File: config.mk
export PLATFORM = sky130hd
export DESIGN_NAME = fifo_uart_tx
export DESIGN_NICKNAME = d
export VERILOG_FILES = /design/src/rtl/fifo_uart_tx.sv
export SDC_FILE = /design/constraint.sdc
export NUM_CORES = 1
export LEC_CHECK = 0
export ABC_AREA = 1
export ABC_CLOCK_PERIOD_IN_PS = 2110
export BUFFER_PORTS_ARGS = -buffer_cell sky130_fd_sc_hd__buf_2
export CELL_PAD_IN_SITES_DETAIL_PLACEMENT = 1
export CELL_PAD_IN_SITES_GLOBAL_PLACEMENT = 2
export CORE_MARGIN = 2
export CORE_UTILIZATION = 30
export CTS_CLUSTER_SIZE = 24
export DETAILED_ROUTE_END_ITERATION = 8
export PLACE_DENSITY = 0.8
export SLEW_MARGIN = 15
export SYNTH_ARGS = -nofsm -noshare
export SYNTH_HDL_FRONTEND = slang
export SYNTH_SLANG_ARGS = --single-unit
File: constraint.sdc
create_clock -name i_clk -period 2.11 [get_ports i_clk]
set_input_delay 0.211 -clock i_clk [delete_from_list [all_inputs] [get_ports i_clk]]
set_output_delay 0.211 -clock i_clk [all_outputs]
set_load 0.005 [all_outputs]
File: src/rtl/fifo_uart_tx.sv
// fifo_uart_tx: reads 32-bit words from a FIFO and sends each one as 8N1 UART bytes, LSB byte first, optionally preceded by a header byte.
//   i_clk, i_rst             clock, asynchronous active-high reset
//   i_enable                 permits new words to start
//   i_fifo_empty, i_fifo_q   FIFO status and read data (data valid the cycle after a request)
//   o_fifo_rdreq             single-cycle FIFO read request
//   o_tx                     registered UART line, idle high
//   o_busy, o_word_done      word in progress, one-cycle end-of-word pulse
module fifo_uart_tx #(
  parameter int         CLKS_PER_BIT = 434,
  parameter bit         HEADER_EN    = 1'b1,
  parameter logic [7:0] HEADER_BYTE  = 8'hA5
) (
  input  logic        i_clk,
  input  logic        i_rst,
  input  logic        i_enable,
  input  logic        i_fifo_empty,
  output logic        o_fifo_rdreq,
  input  logic [31:0] i_fifo_q,
  output logic        o_tx,
  output logic        o_busy,
  output logic        o_word_done
);
  localparam int            CW        = (CLKS_PER_BIT > 1) ? $clog2(CLKS_PER_BIT) : 1;
  localparam logic [CW-1:0] LAST_CLK  = CW'(CLKS_PER_BIT - 1);
  localparam logic [2:0]    LAST_BYTE = HEADER_EN ? 3'd4 : 3'd3;
  typedef enum logic [2:0] {IDLE, FETCH, START, DATA, STOP} state_t;
  state_t        r_state;
  logic [CW-1:0] r_clk_cnt;
  logic [2:0]    r_bit_cnt;
  logic [2:0]    r_byte_cnt;
  logic [31:0]   r_word;
  logic [7:0]    r_byte;
  logic          r_tx;
  logic          r_word_done;
  logic          w_bit_end;
  logic [1:0]    w_sel;
  assign w_bit_end = r_clk_cnt == LAST_CLK;
  // Word byte that follows byte r_byte_cnt; without a header byte 0 is sent straight from FETCH.
  assign w_sel = HEADER_EN ? r_byte_cnt[1:0] : r_byte_cnt[1:0] + 2'd1;
  // The request is issued in the IDLE cycle itself so the FIFO data lands during FETCH.
  assign o_fifo_rdreq = !i_rst && r_state == IDLE && i_enable && !i_fifo_empty;
  assign o_busy = o_fifo_rdreq || r_state != IDLE;
  assign o_tx = r_tx;
  assign o_word_done = r_word_done;
  always_ff @(posedge i_clk or posedge i_rst)
    if (i_rst) begin
      r_state     <= IDLE;
      r_clk_cnt   <= '0;
      r_bit_cnt   <= '0;
      r_byte_cnt  <= '0;
      r_word      <= '0;
      r_byte      <= '0;
      r_tx        <= 1'b1;
      r_word_done <= 1'b0;
    end else begin
      r_word_done <= 1'b0;
      case (r_state)
        IDLE: if (o_fifo_rdreq) r_state <= FETCH;
        FETCH: begin
          r_word     <= i_fifo_q;
          r_byte     <= HEADER_EN ? HEADER_BYTE : i_fifo_q[7:0];
          r_byte_cnt <= '0;
          r_clk_cnt  <= '0;
          r_tx       <= 1'b0;
          r_state    <= START;
        end
        START:
          if (w_bit_end) begin
            r_clk_cnt <= '0;
            r_bit_cnt <= '0;
            r_tx      <= r_byte[0];
            r_byte    <= r_byte >> 1;
            r_state   <= DATA;
          end else r_clk_cnt <= r_clk_cnt + 1'b1;
        DATA:
          if (w_bit_end) begin
            r_clk_cnt <= '0;
            if (r_bit_cnt == 3'd7) begin
              r_tx    <= 1'b1;
              r_state <= STOP;
            end else begin
              r_tx      <= r_byte[0];
              r_byte    <= r_byte >> 1;
              r_bit_cnt <= r_bit_cnt + 3'd1;
            end
          end else r_clk_cnt <= r_clk_cnt + 1'b1;
        STOP:
          if (w_bit_end) begin
            r_clk_cnt <= '0;
            if (r_byte_cnt == LAST_BYTE) begin
              r_byte_cnt  <= '0;
              r_word_done <= 1'b1;
              r_state     <= IDLE;
            end else begin
              r_byte_cnt <= r_byte_cnt + 3'd1;
              r_byte     <= 8'(r_word >> {w_sel, 3'b000});
              r_tx       <= 1'b0;
              r_state    <= START;
            end
          end else r_clk_cnt <= r_clk_cnt + 1'b1;
        default: r_state <= IDLE;
      endcase
    end
endmodule

After elaboration in Yosys (flattened, before gate mapping)
Cells that the tools add are included.
- $add $sub $neg: 3
- eq/ne operators: 14
- shift operators: 1
- mux-type cells: 31
- reductions and logical operators: 18
- operator list (cell ; count):
    $mux W8 ; 5
    $pmux W8 S4 ; 1
    $shr A32 B5 Y8 ; 1
    $mux W3 ; 10
    $pmux W9 S2 ; 1
    $pmux W3 S5 ; 1
    $ne A2 B2 Y1 const B ; 7
    $pmux W3 S2 ; 2
    $reduce_and A5 Y1 ; 2
    $add A9 B1 Y9 const B ; 1
    $eq A3 B3 Y1 const B ; 3
    $eq A9 B9 Y1 const B ; 1
    $mux W9 ; 1
    $mux W1 ; 8
    $add A3 B1 Y3 const B ; 2
    $eq A3 B2 Y1 const B ; 2
    $reduce_and A6 Y1 ; 1
    $reduce_bool A2 Y1 ; 3
    $pmux W1 S4 ; 1
    $reduce_and A4 Y1 ; 1
    $reduce_bool A4 Y1 ; 1
    $eq A3 B1 Y1 const B ; 1
    $logic_and A1 B1 Y1 ; 3
    $logic_not A3 Y1 ; 1
    other kinds (6) ; 7
- bits in registers: 60
- input port bits: 36
- output and inout port bits: 4

Longest topological paths before layout
- depth in word-level cells: 6
- depth in mapped cells: 12
- mapped depth without buffers: 10

Least setup slack after synthesis
Ideal clock, no wire load.
- path kind: input to register
- start point: input i_rst
- end point: register r_state[1]
- setup time: 0.117 ns
- arrival: 2.141 ns
- setup slack: -0.147 ns
- stages on the path: 8
- path buffers: 0
- cell sequence: inv_1 nand2_1 nor2_1 nor2_1 nor2_1 nand2_1 nand2_1 nand2_1
- longest elaborated chain between the ends: 6
- RTL lines (element ; RTL line ; text):
    from (decl) ; 14 ; input logic i_rst,
    $logic_not A1 Y1 (no source line) ; -- ;
    $logic_and A1 B1 Y1 (3 in series) ; 41 ; assign o_fifo_rdreq = !i_rst && r_state == IDLE && i_enable && !i_fifo_empty;
    $ne A2 B2 Y1 (no source line) ; -- ;
    $reduce_and A5 Y1 (no source line) ; -- ;
    to (signal assigned) ; 47 ; r_state <= IDLE;
    to (signal assigned) ; 58 ; IDLE: if (o_fifo_rdreq) r_state <= FETCH;
    to (signal assigned) ; 65 ; r_state <= START;
    to (decl) ; 27 ; state_t r_state;
Every way passes these cells.
A chain may end at the register's enable or synchronous reset.

Final worst setup path
- start point: register r_byte_cnt[1]
- end point: register r_byte[6]
- longest elaborated chain between the ends: 4
- elaborated cells on any way between the ends: 7
- RTL lines (element ; RTL line ; text):
    from (decl) ; 30 ; logic [2:0] r_byte_cnt;
    from (signal assigned) ; 95 ; r_byte_cnt <= r_byte_cnt + 3'd1;
    $shr A32 B5 Y8 ; 96 ; r_byte <= 8'(r_word >> {w_sel, 3'b000});
    $mux W8 ; 90 ; if (r_byte_cnt == LAST_BYTE) begin
    $mux W8 ; 88 ; if (w_bit_end) begin
    $pmux W8 S4 ; 57 ; case (r_state)
    to (signal assigned) ; 61 ; r_byte <= HEADER_EN ? HEADER_BYTE : i_fifo_q[7:0];
    to (signal assigned) ; 72 ; r_byte <= r_byte >> 1;
    to (signal assigned) ; 96 ;
    to (decl) ; 32 ; logic [7:0] r_byte;
Several ways; a longest one is shown, not always the timed one. The select of a mux whose other input is x is not followed.

==> results.py <==
metrics = {
    "yosys": {
        "ys_types": 26,
        "muxShareOfSynthArea_pct": 0,
        "synth.net_count": 471,
        "synth_area_sq_um": 3172,
        "synth-simple-area-share_pct": 40.83,
        "synth_compound_area_share_pct": 3.077,
        "synth_fa_ha_area_share_pct": 2.367,
        "synth_top_family_by_area": "simple AND/OR/NAND/NOR gates",
        "synth-seq-area-share_pct": 47.38,
        "avgSynthCellArea_sq_um": 7.393,
        "synth-seq-cells": 60,
        "synthXorXnorAreaFrac_pct": 0.2761,
        "syn_inst": 429,
        "synth-warning-count": 0,
    },
    "cells_and_area": {
        "areaGrowthSynthToFinish_pct": 17.83,
        "drive_gt1_share_pct": 16.60,
        "nFillCells": 1324,
        "layout_common_cells": "nand2_1, dfrtp_1, nand3_1, buf_2",
        "finalNetCount": 513,
        "final_common_cell": "nand2_1",
        "multi_input_area_sq_um": 1476,
        "seqCellArea_sq_um": 1503,
        "stdcell_count": 612,
        "diodes": 0,
    },
    "power": {
        "power_leakage_nw": 1.996,
        "power_frac_seq_pct": 36.3,
        "p_clk_share_pct": 23.3,
        "p_switching_mw": 2.196,
        "switching_share_pct": 41.60,
        "irDropWorstVdd_mv": 0.4395,
        "internal_power_mw": 3.083,
        "power_density_nw_per_um2": 1412,
        "power_frac_comb_pct": 40.4,
    },
    "global_route": {
        "grt-ovfl-total": 0,
        "grt_start_max_net_pins": 61,
        "grt_pass1_vias": 3024,
        "grt_pass1_wl_microns": 14550,
        "antenna_found_initial": 0,
        "grt_usage_pct": 16.20,
    },
    "placed_design": {
        "routabilityCongestion": 0.7679,
        "dp_hpwl_microns": 5928,
        "dp_cells": 596,
        "io_buffer_count": 39,
    },
    "min_path": {
        "hp-class": "input pin to flip-flop",
        "hold_start": "i_fifo_q[23]",
        "hold_depth": 3,
    },
    "floorplanning": {
        "core-area_sq_um": 10280,
        "die_w_microns": 106.8,
        "die-height_microns": 106.8,
        "rows": 37,
        "die_area_sq_um": 11410,
        "io_pins": 40,
        "start_util_pct": 30.86,
    },
    "setup_path": {
        "timing.critical_path.cells": "clkinv_1, ha_1, nand2_1, inv_1, nand3_1, nand2_1, inv_1, nand3_4, nand2_1, nand2_1",
        "start_kind": "flip-flop",
        "worstSetupPathType": "flip-flop to flip-flop",
        "path_max_fanout": 11,
        "max_stage_delay_ns": 0.53,
        "startpoint": "r_byte_cnt[1]",
        "cp.required_ns": 2.34,
        "path_common_cell": "nand2_1",
        "ff2ff_path_depth": 10,
        "crit_slowest_cell": "dfrtp_1",
        "r2r-start": "r_byte_cnt[1]",
        "arrival_ns": 1.94,
        "endpoint_kind": "flip-flop",
    },
    "cts": {
        "insertion_delay_ns": 0.35,
        "clk_pin_slew_ns": 0.08,
        "cts_buffers": 9,
        "post-cts-setup-buffers": 0,
        "cts_max_path_buffers": 2,
        "ctsHtreeMaxLevel": 3,
        "cts_tree": "done",
        "clkSinkCount": 60,
        "clockRootBuffer": "clkbuf_8",
        "cts_hold_buffers": 0,
        "cts_resized": 0,
    },
    "route": {
        "vias_per_cell": 4.557,
        "vias": 2789,
        "drt_pass1_iterations": 4,
        "wl_microns": 8208,
        "drc_errors": 0,
        "ant_nets": 0,
        "wl_per_cell_microns": 13.41,
        "drt-initial-drc-count": 106,
    },
    "timing": {
        "finalSetupViolations": 0,
        "grt_setup_unrepaired": "no",
        "fmax_mhz": 588.0,
        "slew_violations": 0,
        "setup_tns_ns": 0,
        "tightest_slew_ns": 0.7833,
        "relSlewSlack_pct": 47.78,
        "period_needed_ns": 1.701,
        "hold_ws_ns": 0.05924,
        "finalCritPeriodShare_pct": 80.60,
        "finClkSkew_ns": 0.009841,
        "hold_viol_final": 0,
    },
    "run_status": {
        "outcome": "complete, no violations",
    },
    "run": {
        "maxCapViolCount": 0,
    },
}
cell type report:
| class | instances | share of cell area, % |
|---|---|---|
| clock buffers | 12 | 4.419 |
| clock inverters | 4 | 1.875 |
| inverters | 31 | 3.214 |
| multi-input cells | 325 | 39.50 |
| flip-flops and latches | 60 | 40.21 |
| well taps | 136 | 4.553 |
| repair buffers | 44 | 6.227 |
cells in the mapped netlist:
library cell    n  share of area [%]
buf_4           1               0.24
inv_2           5               0.59
nor3_1          3               0.47
buf_1           3               0.36
buf_6           2               0.71
nand4_1         6                1.2
dfstp_2         1               0.83
nor2_4          1               0.36
xnor2_1         1               0.28
or2_2           1               0.20
a21oi_1         5               0.79
nand3_1        44                6.9
buf_2           7                1.1
nand3_4         3                1.7
dfrtp_1        59                 47
ha_1            6                2.4
nand2_4         5                1.8
inv_1          25                3.0
nor2_1         24                2.8
nand2_2         1               0.20
clkinv_1        1               0.12
o21ai_1         3               0.47
a21oi_4         1               0.51
o22ai_1         1               0.20
o21ai_0         7                1.1
nand2_1       213                 25
critical path, delay by kind of cell (launching register included):
kind | cells | cell delay [ns]
DFF | 1 | 0.53
buffers and inverters | 3 | 0.31
and+or+nand+nor | 6 | 0.57
adders and majority gates | 1 | 0.20
power groups by stage:
stage / logic (mW) / clock network [mW] / registers, mW
detailed placement: 2.18 / 0 / 1.93
floorplan: 1.74 / 0 / 1.83
CTS: 2.19 / 1.26 / 1.92
global route: 2.51 / 1.32 / 1.97
finish: 2.13 / 1.23 / 1.91
global placement: 2.11 / 0 / 1.93
state kept, by name, indices dropped and copies added, names as in the netlist:
register,count
o_tx,1
o_word_done,1
r_bit_cnt,3
r_byte,8
r_byte_cnt,3
r_clk_cnt,9
r_state,3
r_word,32
final timing paths:
check                          endpoint  slack (ns)
max in group asynchronous     r_word[4]        1.42
max reg2reg                   r_byte[6]        0.41
max                           r_byte[6]        0.41
min                          r_word[23]        0.06
min in group asynchronous  r_clk_cnt[4]        0.17
min reg2reg                        o_tx        0.46
per-stage QoR:
step	utilization (%)	power, mW	setup WS, ns	cell area (sq um)
3_5_place_dp	34.08	4.110	0.4042	3502
6_report	36.36	5.279	0.4093	3737
5_1_grt	36.36	5.797	0.1754	3737
3_3_place_gp	34.08	4.033	0.4879	3502
4_1_cts	36.36	5.374	0.3913	3737
2_1_floorplan	-	3.566	0.3551	3176
cell families after synthesis:
family                   after synthesis
AND/OR/NAND/NOR                      301
buffers and inverters                 44
XOR/XNOR                               1
AO/OA/AOI/OAI                         17
flip-flops                            60
adder cells (fa/ha/maj)                6
metal layers:
metal | global-route usage, % | routed length, microns | up-vias | part of all wire (%)
met5 | 0 | 0 | - | 0
met4 | 5.937 | 152 | 0 | 1.9
met3 | 3.161 | 265 | 15 | 3.2
met2 | 25.16 | 3680 | 49 | 45
met1 | 22.44 | 4109 | 1303 | 50
li1 | - | - | 1422 | -
No activity file was read; power rests on OpenSTA's default activity.
